==> config.mk <==
export PLATFORM = sky130hd
export DESIGN_NAME = vga_fb_arbiter_flat
export DESIGN_NICKNAME = d
export VERILOG_FILES = /design/src/rtl/vga_fb_arbiter_pkg.sv /design/src/rtl/vga_fb_arbiter_if.sv /design/src/rtl/vga_fb_arbiter_timing.sv /design/src/rtl/vga_fb_arbiter.sv /design/src/flat_wrapper.sv
export SDC_FILE = /design/constraint.sdc
export NUM_CORES = 1
export LEC_CHECK = 0
export BUFFER_PORTS_ARGS = -buffer_cell sky130_fd_sc_hd__buf_2
export CORE_MARGIN = 5
export CORE_UTILIZATION = 55
export CTS_CLUSTER_DIAMETER = 50
export DETAILED_ROUTE_END_ITERATION = 6
export GPL_TIMING_DRIVEN = 0
export PLACE_DENSITY = 0.85
export SYNTH_ARGS = -nofsm -noshare
export SYNTH_HDL_FRONTEND = slang
export SYNTH_SLANG_ARGS = --single-unit
==> constraint.sdc <==
create_clock -name pixel_clk -period 6.95 [get_ports pixel_clk]
set_clock_uncertainty 0.2 [all_clocks]
set_input_delay 0.695 -clock pixel_clk [delete_from_list [all_inputs] [get_ports pixel_clk]]
set_output_delay 0.695 -clock pixel_clk [all_outputs]
set_load 0.03 [all_outputs]
==> src/rtl/vga_fb_arbiter_pkg.sv <==
// Shared definitions for the VGA framebuffer arbiter.
// Contents:
//   - default 640x480@60 timing constants
//   - h_total/v_total helpers and a counter-width helper
//   - region_e: the vertical region FSM state (active lines vs. vertical blanking)
package vga_fb_arbiter_pkg;

    localparam int DEF_H_ACTIVE = 640;
    localparam int DEF_H_FP     = 16;
    localparam int DEF_H_SYNC   = 96;
    localparam int DEF_H_BP     = 48;
    localparam int DEF_V_ACTIVE = 480;
    localparam int DEF_V_FP     = 10;
    localparam int DEF_V_SYNC   = 2;
    localparam int DEF_V_BP     = 33;

    typedef enum logic {
        V_ACT   = 1'b0,
        V_BLANK = 1'b1
    } region_e;

    function automatic int h_total(int active, int fp, int sync, int bp);
        return active + fp + sync + bp;
    endfunction

    function automatic int v_total(int active, int fp, int sync, int bp);
        return active + fp + sync + bp;
    endfunction

    // Bits needed to hold 0..total-1.
    function automatic int cnt_w(int total);
        return (total <= 2) ? 1 : $clog2(total);
    endfunction

endpackage

==> src/rtl/vga_fb_arbiter_if.sv <==
// Bundle of the arbiter's host write port, RAM port and video output.
// Handshake: a host write transfers on a rising edge where host_valid and
// host_ready are both 1. host_ready does not depend on host_valid; once the host
// raises host_valid it keeps host_valid/host_addr/host_data stable until the
// transfer happens. The RAM port has no handshake: mem_en is a one-cycle strobe
// and read data returns on mem_rdata one clock after a read strobe.
// Modports:
//   master - the arbiter (drives host_ready/host_err, the RAM strobe and video)
//   slave  - the environment (host, RAM, DAC)
interface vga_fb_arbiter_if #(
    parameter int PIX_W  = 8,
    parameter int ADDR_W = 19
);
    logic              host_valid;
    logic [ADDR_W-1:0] host_addr;
    logic [PIX_W-1:0]  host_data;
    logic              host_ready;
    logic              host_err;
    logic              err_clr;

    logic              mem_en;
    logic              mem_we;
    logic [ADDR_W-1:0] mem_addr;
    logic [PIX_W-1:0]  mem_wdata;
    logic [PIX_W-1:0]  mem_rdata;

    logic [PIX_W-1:0]  pix_out;
    logic              pix_de;
    logic              h_sync;
    logic              v_sync;
    logic              frame_start;

    modport master (
        input  host_valid, host_addr, host_data, err_clr, mem_rdata,
        output host_ready, host_err, mem_en, mem_we, mem_addr, mem_wdata,
        output pix_out, pix_de, h_sync, v_sync, frame_start
    );

    modport slave (
        output host_valid, host_addr, host_data, err_clr, mem_rdata,
        input  host_ready, host_err, mem_en, mem_we, mem_addr, mem_wdata,
        input  pix_out, pix_de, h_sync, v_sync, frame_start
    );

endinterface

==> src/rtl/vga_fb_arbiter_timing.sv <==
// Raster timing generator: h/v counters, vertical region FSM and the raw
// (undelayed) decode of the current counter position.
// Ports:
//   pixel_clk, reset  clock and synchronous active-high reset
//   fetch_o           current cycle is an active-video pixel (RAM fetch slot)
//   h_sync_o/v_sync_o raw sync levels for the current position
//   frame_start_o     current position is h=0, v=0
//   region_o          region FSM state (also used for debug)
module vga_fb_arbiter_timing
    import vga_fb_arbiter_pkg::*;
#(
    parameter int H_ACTIVE = DEF_H_ACTIVE,
    parameter int H_FP     = DEF_H_FP,
    parameter int H_SYNC   = DEF_H_SYNC,
    parameter int H_BP     = DEF_H_BP,
    parameter int V_ACTIVE = DEF_V_ACTIVE,
    parameter int V_FP     = DEF_V_FP,
    parameter int V_SYNC   = DEF_V_SYNC,
    parameter int V_BP     = DEF_V_BP,
    parameter bit HS_POL   = 1'b0,
    parameter bit VS_POL   = 1'b0
) (
    input  logic    pixel_clk,
    input  logic    reset,
    output logic    fetch_o,
    output logic    h_sync_o,
    output logic    v_sync_o,
    output logic    frame_start_o,
    output region_e region_o
);

    localparam int H_TOTAL = h_total(H_ACTIVE, H_FP, H_SYNC, H_BP);
    localparam int V_TOTAL = v_total(V_ACTIVE, V_FP, V_SYNC, V_BP);
    localparam int HW      = cnt_w(H_TOTAL);
    localparam int VW      = cnt_w(V_TOTAL);

    logic [HW-1:0] h_cnt_q, h_cnt_d;
    logic [VW-1:0] v_cnt_q, v_cnt_d;
    region_e       region_q, region_d;
    logic          h_wrap;

    assign h_wrap = (h_cnt_q == HW'(H_TOTAL - 1));

    always_comb begin
        h_cnt_d = h_wrap ? '0 : h_cnt_q + HW'(1);
        v_cnt_d = v_cnt_q;
        if (h_wrap) begin
            v_cnt_d = (v_cnt_q == VW'(V_TOTAL - 1)) ? '0 : v_cnt_q + VW'(1);
        end
    end

    // Region only changes at the end of a line, so it always describes the
    // line currently being scanned.
    always_comb begin
        region_d = region_q;
        case (region_q)
            V_ACT: begin
                if (h_wrap && v_cnt_q == VW'(V_ACTIVE - 1)) region_d = V_BLANK;
            end
            V_BLANK: begin
                if (h_wrap && v_cnt_q == VW'(V_TOTAL - 1)) region_d = V_ACT;
            end
            default: region_d = V_ACT;
        endcase
    end

    always_ff @(posedge pixel_clk) begin
        if (reset) begin
            h_cnt_q  <= '0;
            v_cnt_q  <= '0;
            region_q <= V_ACT;
        end else begin
            h_cnt_q  <= h_cnt_d;
            v_cnt_q  <= v_cnt_d;
            region_q <= region_d;
        end
    end

    logic in_hs, in_vs;
    assign in_hs = (h_cnt_q >= HW'(H_ACTIVE + H_FP)) &&
                   (h_cnt_q <= HW'(H_ACTIVE + H_FP + H_SYNC - 1));
    assign in_vs = (v_cnt_q >= VW'(V_ACTIVE + V_FP)) &&
                   (v_cnt_q <= VW'(V_ACTIVE + V_FP + V_SYNC - 1));

    assign fetch_o       = (region_q == V_ACT) && (h_cnt_q < HW'(H_ACTIVE));
    assign h_sync_o      = in_hs ? HS_POL : ~HS_POL;
    assign v_sync_o      = in_vs ? VS_POL : ~VS_POL;
    assign frame_start_o = (h_cnt_q == '0) && (v_cnt_q == '0);
    assign region_o      = region_q;

endmodule

==> src/rtl/vga_fb_arbiter.sv <==
// Framebuffer RAM arbiter for VGA scan-out plus host writes.
// Every active-video cycle issues a pixel read; every other cycle is a free slot
// in which a host write is granted. Video outputs are delayed one clock so they
// line up with the RAM read data.
// Ports:
//   pixel_clk, reset  sole clock, synchronous active-high reset
//   bus               host write port, RAM port and video outputs (master side)
//   dbg_region_o      region FSM state
module vga_fb_arbiter
    import vga_fb_arbiter_pkg::*;
#(
    parameter int H_ACTIVE = DEF_H_ACTIVE,
    parameter int H_FP     = DEF_H_FP,
    parameter int H_SYNC   = DEF_H_SYNC,
    parameter int H_BP     = DEF_H_BP,
    parameter int V_ACTIVE = DEF_V_ACTIVE,
    parameter int V_FP     = DEF_V_FP,
    parameter int V_SYNC   = DEF_V_SYNC,
    parameter int V_BP     = DEF_V_BP,
    parameter bit HS_POL   = 1'b0,
    parameter bit VS_POL   = 1'b0,
    parameter int PIX_W    = 8,
    parameter int ADDR_W   = 19
) (
    input  logic               pixel_clk,
    input  logic               reset,
    vga_fb_arbiter_if.master   bus,
    output region_e            dbg_region_o
);

    localparam int NPIX = H_ACTIVE * V_ACTIVE;

    logic fetch, hs_raw, vs_raw, fs_raw;

    vga_fb_arbiter_timing #(
        .H_ACTIVE(H_ACTIVE), .H_FP(H_FP), .H_SYNC(H_SYNC), .H_BP(H_BP),
        .V_ACTIVE(V_ACTIVE), .V_FP(V_FP), .V_SYNC(V_SYNC), .V_BP(V_BP),
        .HS_POL(HS_POL), .VS_POL(VS_POL)
    ) u_timing (
        .pixel_clk     (pixel_clk),
        .reset         (reset),
        .fetch_o       (fetch),
        .h_sync_o      (hs_raw),
        .v_sync_o      (vs_raw),
        .frame_start_o (fs_raw),
        .region_o      (dbg_region_o)
    );

    logic [ADDR_W-1:0] fb_addr_q, fb_addr_d, fetch_addr;
    logic              host_err_q, host_err_d;
    logic              de_q, hs_q, vs_q, fs_q;
    logic              free_slot, accept, in_range;

    // Extra top bit so NPIX == 2^ADDR_W still compares correctly.
    assign in_range  = {1'b0, bus.host_addr} < (ADDR_W + 1)'(NPIX);
    assign free_slot = !reset && !fetch;
    assign accept    = bus.host_valid && free_slot;

    // Frame origin restarts the linear scan address without a multiplier.
    assign fetch_addr = fs_raw ? '0 : fb_addr_q;

    always_comb begin
        bus.mem_en    = 1'b0;
        bus.mem_we    = 1'b0;
        bus.mem_addr  = '0;
        bus.mem_wdata = '0;
        fb_addr_d     = fb_addr_q;
        if (!reset && fetch) begin
            bus.mem_en   = 1'b1;
            bus.mem_addr = fetch_addr;
            fb_addr_d    = fetch_addr + ADDR_W'(1);
        end else if (accept && in_range) begin
            bus.mem_en    = 1'b1;
            bus.mem_we    = 1'b1;
            bus.mem_addr  = bus.host_addr;
            bus.mem_wdata = bus.host_data;
        end
    end

    // A new error takes priority over a simultaneous clear.
    always_comb begin
        host_err_d = host_err_q;
        if (accept && !in_range) host_err_d = 1'b1;
        else if (bus.err_clr)    host_err_d = 1'b0;
    end

    always_ff @(posedge pixel_clk) begin
        if (reset) begin
            fb_addr_q  <= '0;
            host_err_q <= 1'b0;
            de_q       <= 1'b0;
            hs_q       <= ~HS_POL;
            vs_q       <= ~VS_POL;
            fs_q       <= 1'b0;
        end else begin
            fb_addr_q  <= fb_addr_d;
            host_err_q <= host_err_d;
            de_q       <= fetch;
            hs_q       <= hs_raw;
            vs_q       <= vs_raw;
            fs_q       <= fs_raw;
        end
    end

    assign bus.host_ready  = free_slot;
    assign bus.host_err    = host_err_q;
    assign bus.pix_de      = de_q;
    assign bus.h_sync      = hs_q;
    assign bus.v_sync      = vs_q;
    assign bus.frame_start = fs_q;
    assign bus.pix_out     = de_q ? bus.mem_rdata : '0;

endmodule

==> src/flat_wrapper.sv <==
// flat-port wrapper written by rule: the top's interface ports become plain ports
module vga_fb_arbiter_flat import vga_fb_arbiter_pkg::*;
#(
    parameter int H_ACTIVE = DEF_H_ACTIVE,
    parameter int H_FP     = DEF_H_FP,
    parameter int H_SYNC   = DEF_H_SYNC,
    parameter int H_BP     = DEF_H_BP,
    parameter int V_ACTIVE = DEF_V_ACTIVE,
    parameter int V_FP     = DEF_V_FP,
    parameter int V_SYNC   = DEF_V_SYNC,
    parameter int V_BP     = DEF_V_BP,
    parameter bit HS_POL   = 1'b0,
    parameter bit VS_POL   = 1'b0,
    parameter int PIX_W    = 8,
    parameter int ADDR_W   = 19
)
  (pixel_clk, reset, dbg_region_o, bus_host_valid, bus_host_addr, bus_host_data, bus_err_clr, bus_mem_rdata, bus_host_ready, bus_host_err, bus_mem_en, bus_mem_we, bus_mem_addr, bus_mem_wdata, bus_pix_out, bus_pix_de, bus_h_sync, bus_v_sync, bus_frame_start);
  vga_fb_arbiter_if #(.PIX_W(PIX_W), .ADDR_W(ADDR_W)) bus_i ();
  input  logic pixel_clk;
  input  logic reset;
  output region_e dbg_region_o;
  input wire logic [$bits(bus_i.host_valid)-1:0] bus_host_valid;
  input wire logic [$bits(bus_i.host_addr)-1:0] bus_host_addr;
  input wire logic [$bits(bus_i.host_data)-1:0] bus_host_data;
  input wire logic [$bits(bus_i.err_clr)-1:0] bus_err_clr;
  input wire logic [$bits(bus_i.mem_rdata)-1:0] bus_mem_rdata;
  output wire logic [$bits(bus_i.host_ready)-1:0] bus_host_ready;
  output wire logic [$bits(bus_i.host_err)-1:0] bus_host_err;
  output wire logic [$bits(bus_i.mem_en)-1:0] bus_mem_en;
  output wire logic [$bits(bus_i.mem_we)-1:0] bus_mem_we;
  output wire logic [$bits(bus_i.mem_addr)-1:0] bus_mem_addr;
  output wire logic [$bits(bus_i.mem_wdata)-1:0] bus_mem_wdata;
  output wire logic [$bits(bus_i.pix_out)-1:0] bus_pix_out;
  output wire logic [$bits(bus_i.pix_de)-1:0] bus_pix_de;
  output wire logic [$bits(bus_i.h_sync)-1:0] bus_h_sync;
  output wire logic [$bits(bus_i.v_sync)-1:0] bus_v_sync;
  output wire logic [$bits(bus_i.frame_start)-1:0] bus_frame_start;
  assign bus_i.host_valid = bus_host_valid;
  assign bus_i.host_addr = bus_host_addr;
  assign bus_i.host_data = bus_host_data;
  assign bus_i.err_clr = bus_err_clr;
  assign bus_i.mem_rdata = bus_mem_rdata;
  assign bus_host_ready = bus_i.host_ready;
  assign bus_host_err = bus_i.host_err;
  assign bus_mem_en = bus_i.mem_en;
  assign bus_mem_we = bus_i.mem_we;
  assign bus_mem_addr = bus_i.mem_addr;
  assign bus_mem_wdata = bus_i.mem_wdata;
  assign bus_pix_out = bus_i.pix_out;
  assign bus_pix_de = bus_i.pix_de;
  assign bus_h_sync = bus_i.h_sync;
  assign bus_v_sync = bus_i.v_sync;
  assign bus_frame_start = bus_i.frame_start;
  vga_fb_arbiter #(.H_ACTIVE(H_ACTIVE), .H_FP(H_FP), .H_SYNC(H_SYNC), .H_BP(H_BP), .V_ACTIVE(V_ACTIVE), .V_FP(V_FP), .V_SYNC(V_SYNC), .V_BP(V_BP), .HS_POL(HS_POL), .VS_POL(VS_POL), .PIX_W(PIX_W), .ADDR_W(ADDR_W)) u_core (.pixel_clk(pixel_clk), .reset(reset), .bus(bus_i), .dbg_region_o(dbg_region_o));
endmodule
Yosys cells after proc, flatten, opt, wreduce, memory -nomap -nowiden
Index checks and enable logic that the tools add are counted.

Register bits after elaboration: 45. Bits of input ports: 39. Output and inout port bits: 44. Word-level logic and storage cells: 57.

$add $sub $neg: 3. Magnitude comparators: 6. Equal/unequal tests: 3. Muxes and demuxes: 17. Bitwise gates (word level): 1. Reductions and logical operators: 18.

Operator list (number): 2-to-1 mux 19 bit (3); 2-to-1 mux 8 bit (3); adder 10 x 1 -> 10 bit, second input constant (2); equality test 10 bit, second input constant (2); zero test 10 bit (2); adder 19 x 1 -> 19 bit, second input constant (1); less-than comparator 19 bit, second input constant (1); logical AND 1 bit (11); equality test 10 x 9 -> 1 bit, second input constant (1); greater-or-equal comparator 10 bit, second input constant (1); greater-or-equal comparator 10 x 9 -> 1 bit, second input constant (1); less-or-equal comparator 10 bit, second input constant (1); less-or-equal comparator 10 x 9 -> 1 bit, second input constant (1); less-than comparator 10 bit, second input constant (1); 2-to-1 mux 10 bit (1); 2-to-1 mux 1 bit (9); zero test 1 bit (3); one-hot mux 1 bit (2 select lines) (1); nonzero test 2 bit (1); OR reduction 2 bit (1); inverter 1 bit (1).

Logic depth before layout (Yosys ltp)
Gate-level depths: netlist (run 1).

Word-level depth: 8. Depth in mapped cells: 15. Gate-level depth less buffers: 12.

By module
A second synthesis (run 1) with hierarchy kept.

Cells, all modules: 339. Area total of the unflattened synthesis: 2737.6 µm².

By module, submodules not included: vga_fb_arbiter (times used 1, cells an instance 204, area an instance 1600.3 µm², sequential area each 480.5 µm²); vga_fb_arbiter_timing (times used 1, cells an instance 135, area an instance 1137.3 µm², sequential area each 420.4 µm²).

Least setup slack after synthesis (run 1)
No wires, ideal clock.

Path kind: register -> output. Start point: reg u_core.u_timing.region_q, in the netlist u_core.u_timing.region_o. End point: out bus_mem_addr[10]. Arrival time: 2455 ps. Data required time: 6055 ps. Slack: 3600 ps. Cell stages (with the launch flop): 9. Buffers on the path: 3. Cell sequence: dfxtp_1 inv_1 and2_1 clkbuf_1 nor2_1 and3_1 buf_2 buf_1 a22o_1.

Word-level cells in the longest chain between the ends: 8. Elaborated cells between the ends (all ways): 9. Those cells by class: mux: 2; bitwise: 1; reduce/logical: 6.

Ends and longest elaborated chain: start: declaration (RTL line vga_fb_arbiter_timing.sv:39) `region_e region_q, region_d;`; start signal: assignment (RTL line vga_fb_arbiter_timing.sv:75) `region_q <= region_d;`; inverter 1 bit; logical AND 1 bit (RTL line vga_fb_arbiter_timing.sv:85) `assign fetch_o = (region_q == V_ACT) && (h_cnt_q < HW'(H_ACTIVE));`; zero test 1 bit (RTL line vga_fb_arbiter.sv:56) `assign free_slot = !reset && !fetch;`; logical AND 1 bit (RTL line vga_fb_arbiter.sv:56); net bus_host_ready (RTL line flat_wrapper.sv:27) `output wire logic [$bits(bus_i.host_ready)-1:0] bus_host_ready;`; logical AND 1 bit (RTL line vga_fb_arbiter.sv:57) `assign accept = bus.host_valid && free_slot;`; logical AND 1 bit (RTL line vga_fb_arbiter.sv:72) `end else if (accept && in_range) begin`; 2-to-1 mux 19 bit (RTL line vga_fb_arbiter.sv:72); 2-to-1 mux 19 bit (RTL line vga_fb_arbiter.sv:68) `if (!reset && fetch) begin`; end: declaration (RTL line flat_wrapper.sv:31) `output wire logic [$bits(bus_i.mem_addr)-1:0] bus_mem_addr;`.

The timed path passes the listed nets, and every way through them passes these cells.

Worst setup path in the final report (run 1)
Start point: reg u_core.u_timing.h_cnt_q[7]. End point: out bus_mem_addr[15].

Word-level cells in the longest chain between the ends: 8. Elaborated cells between the ends (all ways): 12. Those cells by class: order compare: 1; mux: 3; reduce/logical: 8.

Ends and longest elaborated chain: start: declaration (RTL line vga_fb_arbiter_timing.sv:37) `logic [HW-1:0] h_cnt_q, h_cnt_d;`; start signal: assignment (RTL line vga_fb_arbiter_timing.sv:73) `h_cnt_q <= h_cnt_d;`; less-than comparator 10 bit (RTL line vga_fb_arbiter_timing.sv:85); logical AND 1 bit (RTL line vga_fb_arbiter_timing.sv:85); zero test 1 bit (RTL line vga_fb_arbiter.sv:56); logical AND 1 bit (RTL line vga_fb_arbiter.sv:56); logical AND 1 bit (RTL line vga_fb_arbiter.sv:57); logical AND 1 bit (RTL line vga_fb_arbiter.sv:72); 2-to-1 mux 19 bit (RTL line vga_fb_arbiter.sv:72); 2-to-1 mux 19 bit (*) (RTL line vga_fb_arbiter.sv:68).

Mark *: on every way between the ends. The rest lies on a longest branch, timed or not.

==> results.ini, run 1 <==
[setup_path]
start_kind = flop
critical_path.endpoint_type = primary output
critPathMaxFanout = 10
critPathKind = flop to primary output
path_cells = o21ai_0 > and2_1 > clkbuf_1 > nor2_1 > and3_1 > buf_2 > buf_1 > a22o_1 > buf_2
cpMostUsedCell = buf_2
crit_family = buffers and inverters
reg2reg_from = u_core.u_timing.v_cnt_q[2]
critPathMaxStageDelay_ns = 0.42
critPathRequiredTime_ns = 6.05
startpoint = u_core.u_timing.h_cnt_q[7]
crit_arrival_ns = 2.80
worst-path-buf-inv = 4
cp_slowest_cell = o21ai_0
reg2reg_slack_ns = 3.37

[worst_hold_path]
worstHoldStart = u_core.u_timing.h_cnt_q[0]
holdCritPathClass = flop to flop

[clocking]
cts_sinks = 45
cts_tree = built
post_cts_buffers = 0
post_cts_resized = 0
htree_num_levels = 2
cts_root_buf = clkbuf_8
ctsHoldBuffers = 0
cts_buffers = 5
cts_buffer_depth = 2
clk_latency_ns = 0.30
cts.clk_slew.worst_paths_ns = 0.07

[pwr]
ir_worst_vdd_uv = 140
power-per-cell-area_nw_per_um2 = 152
report.power.total_uw = 498
leakage_nw = 1.42

[synthesis]
ys.flop_type = dfxtp_1
ys_seq_elements = 45
synth_warnings = 0
avgSynthCellArea_um2 = 8.13
seq_area_frac_synth_pct = 33.5
syn_inst = 331
yosysUniqueCellTypes = 45
syn_area_um2 = 2690
syn-num-nets = 376
synth_edf_count = 0
synth-async-reset-ratio_pct = 0

[sta]
worst_pin_slew_ns = 0.962
finalSetupViolCount = 0
period_share_pct = 53.2
hold_viol = 0
fmax_ghz = 0.270
final_max_slew_viol_count = 0
setup_ws_ns = 3.25
fin_crit_ns = 3.70
timing.slew.headroom_pct = 35.3
hold_slack_ns = 0.276
rsz0062_at_grt = no
setup_total_negative_slack_ns = 0

[global_route]
grt_pass1_vias = 2579
grt_max_degree = 13
grt_pass1_wl_mm = 11.5
grt_usage_pct = 22.2
gr-total-overflow = 0
antenna_found_initial = 0

[routing]
wl_met3_um = 649
drc = 0
antenna_left = 0
wl_per_cell_um = 14.7
routed_wl_mm = 7.13
firstDrtPassIters = 5
drtIter0Drc = 159
highest_layer = met4
routedLengthMet1_mm = 2.84
routed-via-count = 2698
dr_wl_met2_mm = 3.47
via_per_inst = 5.55

[placed_design]
pre_cts_ws_ns = 3.40
io_buffer_count = 81
dp.final_hpwl_mm = 5.44
place_inst = 479
place_congestion = 0.859

[floorplan]
die_w_um = 80.0
core_um2 = 4720
chipHeight_um = 80.0
boundaryPins = 83
initial_core_util_pct = 57.0
fp-row-count = 25
die_area_um2 = 6400

[layout]
areaGrowthSynthToFinish_pct = 21.4
layout.cells.non_filler = 486
drive_above_1_share_pct = 25.5
diodes = 0
nets = 464

[status]
status = completed

[flow_run]
maxCapViolations = 0

[placed cells by master (no fill, tap or decap), types with 2 or more instances in the layout]
cell type,count
a21oi_1,12
a22o_1,19
a22oi_1,2
a31oi_1,2
and2_1,22
and3_1,6
and4_1,5
buf_1,2
buf_2,87
buf_6,4
clkbuf_1,7
clkbuf_8,6
dfxtp_1,45
ha_1,6
inv_1,10
nand2_1,24
nand2b_1,4
nand3_1,15
nand4_1,7
nor2_1,41
nor2_2,2
nor3_1,9
nor4_1,3
o2111ai_1,6
o211ai_1,2
o21ai_0,10
o22ai_1,3
o31ai_1,8
o31ai_4,2
or3_1,6
or4_1,4
or4_4,2
xnor2_1,13
xor2_1,11
[synthesized netlist by cell type, drive strengths merged (4+ instances only)]
cell	count	area, um^2
dfxtp	45	901
nor2	43	166
nand2	24	90.1
and2	22	138
a22o	19	166
nand3	15	75.1
buf	13	90.1
xnor2	13	114
a21oi	12	60.1
xor2	11	96.3
inv	10	37.5
o21ai	10	50.1
o31ai	10	103
nor3	9	45.0
nand4	7	43.8
and3	6	37.5
clkbuf	6	22.5
ha	6	75.1
o2111ai	6	52.6
or3	6	37.5
or4	6	52.6
and4	5	43.8
nand2b	4	25.0
[layout make-up]
type,count,area (um^2)
Multi-Input combinational cell,256,1640
Timing Repair Buffer,81,405
Sequential cell,45,901
Fill cell,411,1460
Buffer,19,113
Tap cell,67,83.8
Clock buffer,7,86.3
Inverter,11,41.3
[worst register-to-register path: stages, from the launching register on]
cell	delay, ns
dfxtp_1	0.30
buf_2	0.16
or4_1	0.54
or2_2	0.30
buf_2	0.19
or2_4	0.29
buf_6	0.14
and2_1	0.16
ha_1	0.25
and4_1	0.21
and4_1	0.19
clkbuf_1	0.18
o2111ai_1	0.16
xnor2_1	0.14
nor2_1	0.05
[logic make-up after synthesis]
logic type	synth area share, %
AO/OA/AOI/OAI	19.6
XOR/XNOR	7.81
adder cells (fa/ha/maj)	2.79
buffers and inverters	5.72
flip-flops	33.5
AND/OR/NAND/NOR	30.6
[stage by stage]
| step | area [um^2] | utilization [%] |
|---|---|---|
| 2_1_floorplan | 2690 | - |
| 3_3_place_gp | 3180 | 67.4 |
| 3_5_place_dp | 3180 | 67.4 |
| 4_1_cts | 3270 | 69.2 |
| 5_1_grt | 3270 | 69.2 |
| 6_report | 3270 | 69.2 |
[sequential cells by signal (all words and copies together), names as in the netlist]
register                  flops
u_core.u_timing.h_cnt_q      10
u_core.bus.h_sync             1
u_core.bus.v_sync             1
u_core.fb_addr_q             19
u_core.bus.pix_de             1
u_core.bus.frame_start        1
u_core.u_timing.region_o      1
u_core.u_timing.v_cnt_q      10
u_core.bus.host_err           1
[final timing paths]
kind	endpoint	cells past startpoint
worst min register to register	u_core.u_timing.h_cnt_q[0]	1
worst min-delay path	u_core.u_timing.h_cnt_q[0]	1
worst max-delay path	bus_mem_addr[15]	9
worst max register to register	u_core.fb_addr_q[18]	14
[metal layers]
layer | vias up | track usage [%]
li1 | 1356 | -
met4 | 0 | 9.29
met5 | - | 0
met3 | 15 | 5.08
met2 | 118 | 40.6
met1 | 1209 | 24.4
[report_power, final]
part	internal (mW)	switching (mW)	leakage (nW)
clock network	0.0789	0.0844	0.0443
registers	0.261	0.00331	0.364
logic	0.0265	0.0439	1.01
(Power assumes the default switching activity.)
==> run 2: changes to the inputs <==
Settings changed: CORE_UTILIZATION 55 to 46, PLACE_DENSITY 0.85 to 0.76.
Clock period 6.95 ns to 3 ns, I/O delays scaled along.
==> results.ini, run 2 (synthesis results as in run 1) <==
[floorplan]
chipHeight_um = 86.5
die_area_um2 = 7480
initial_core_util_pct = 48.0
boundaryPins = 83
core_um2 = 5610
die_w_um = 86.5
fp-row-count = 27

[placed_design]
dp.final_hpwl_mm = 5.25
pre_cts_ws_ns = -0.399
place_congestion = 0.864
io_buffer_count = 81

[flow_run]
maxCapViolations = 0

[clocking]
cts_buffer_depth = 2
htree_num_levels = 2
cts.clk_slew.worst_paths_ns = 0.09
ctsHoldBuffers = 0
clk_latency_ns = 0.30
cts_sinks = 45
cts_buffers = 5
cts_root_buf = clkbuf_8
cts_tree = built

[sta]
fin_crit_ns = 2.97
final_max_slew_viol_count = 0
period_share_pct = 98.9
hold_slack_ns = 0.134
timing.slew.headroom_pct = 33.8
hold_viol = 0
worst_pin_slew_ns = 0.984
setup_ws_ns = 0.0342
fmax_ghz = 0.337
setup_total_negative_slack_ns = 0
rsz0062_at_grt = yes
finalSetupViolCount = 0

[setup_path]
critPathRequiredTime_ns = 2.98
reg2reg_from = u_core.u_timing.v_cnt_q[4]
crit_arrival_ns = 2.95
cp_slowest_cell = or4_4
critPathKind = flop to flop
r2r_cells = 10
critPathMaxStageDelay_ns = 0.55
start_kind = flop
critical_path.endpoint_type = flop
cpMostUsedCell = or4_4
r2r_end = u_core.fb_addr_q[8]
path_cells = or4_4 > or4_4 > or2_4 > and2_4 > ha_4 > and4_1 > and4_4 > o21ai_0 > xnor2_1 > nor2_1
reg2reg_slack_ns = 0.03
critPathMaxFanout = 6

[layout]
diodes = 0
largest_reg_flops = 19
top_register = u_core.fb_addr_q
ff_latch_area_um2 = 913
areaGrowthSynthToFinish_pct = 32.4
final_cell_mix = 67 x buf_2, 41 x nor2_1, 41 x dfxtp_1, 24 x nand2_1, 23 x buf_6
num-fill-cells = 471
top_regs = u_core.fb_addr_q x19, u_core.u_timing.h_cnt_q x10, u_core.u_timing.v_cnt_q x10
drive_above_1_share_pct = 31.3
layout_commonest_cell = buf_2
multi_input_area_um2 = 1700
nets = 472

[global_route]
antenna_found_initial = 0
grt_max_degree = 14
grt_pass1_vias = 2667
gr-total-overflow = 0
grt_usage_pct = 19.6
grt_pass1_wl_mm = 12.2

[status]
status = completed

[routing]
antenna_left = 0
drtIter0Drc = 200
firstDrtPassIters = 4
drc = 0
via_per_inst = 5.51
routed-via-count = 2755
wl_per_cell_um = 14.8
routed_wl_mm = 7.38

[pwr]
power-per-cell-area_nw_per_um2 = 340
ir_worst_vdd_uv = 313
leakage_nw = 1.50
report.power.total_mw = 1.21

[worst_hold_path]
worstHoldEndpoint = u_core.bus.host_err
worstHoldStart = bus_err_clr
hold_path_depth = 3
holdCritPathClass = input port to flop

==> run 2: cell count changes in the layout (fill, tap and decap cells not counted), moves of 3 or more <==
cell      before  now
clkbuf_1       7    4
and2_1        22   19
buf_6          4   23
dfxtp_4        0    3
buf_4          1   11
buf_2         87   67
dfxtp_1       45   41
==> run 2: worst max-delay path by stage <==
stage                                from                   end  slack, ns  depth (start not counted)
2_1_floorplan  u_core.u_timing.v_cnt_q[4]  u_core.fb_addr_q[18]      -0.22                         13
3_3_place_gp   u_core.u_timing.v_cnt_q[2]  u_core.fb_addr_q[18]      -0.39                         14
3_5_place_dp   u_core.u_timing.v_cnt_q[2]  u_core.fb_addr_q[18]      -0.40                         14
4_1_cts        u_core.u_timing.v_cnt_q[5]  u_core.fb_addr_q[16]      -0.10                         10
5_1_grt        u_core.u_timing.v_cnt_q[4]  u_core.fb_addr_q[16]      -0.06                         10
6_report       u_core.u_timing.v_cnt_q[4]   u_core.fb_addr_q[8]       0.03                         10
==> run 2: repair_timing <==
action | in CTS | in global routing
buffers inserted | 11 | 2
cloned | 0 | 1
pin swaps | 10 | 8
endpoints found under the setup margin | 34 | 25
resized for setup | 36 | 23
==> run 2: cell type report <==
class | count | area share [%]
plain buffers | 13 | 2.07
repair buffers | 95 | 18.1
well taps | 72 | 2.53
clock buffers | 7 | 2.70
multi-input cells | 256 | 47.6
clock inverters | 1 | 0.140
inverters | 11 | 1.16
flip-flops and latches | 45 | 25.6
==> run 2: critical path: cells and delay by family (launching register included) <==
kind,cells,cell delay [ns]
flip-flops,1,0.35
AO/OA/AOI/OAI,1,0.11
AND/OR/NAND/NOR,7,1.89
XOR/XNOR,1,0.15
adder cells (fa/ha/maj),1,0.15
==> run 2: power by group <==
group	total [mW]	switching (mW)	leakage [nW]	internal, mW
Sequential	0.610	0.00777	0.367	0.602
Clock	0.412	0.204	0.0542	0.208
Combinational	0.190	0.110	1.08	0.0800
Total	1.21	0.322	1.50	0.891
==> run 2: routing by layer <==
layer / part of all wire, % / track usage [%]
met5: 0 / 0
met4: 1.8 / 7.22
met3: 8.9 / 5.23
met2: 45 / 32.7
met1: 44 / 24.1
==> run 2: metrics by stage <==
| stage | instances | util [%] | instance area [um^2] |
|---|---|---|---|
| after global routing | 500 | 63.6 | 3560 |
| after CTS | 498 | 62.0 | 3480 |
| final | 500 | 63.6 | 3560 |
| after detailed placement | 484 | 57.4 | 3220 |
| after floorplan | 331 | - | 2720 |
| after global placement | 484 | 57.4 | 3220 |
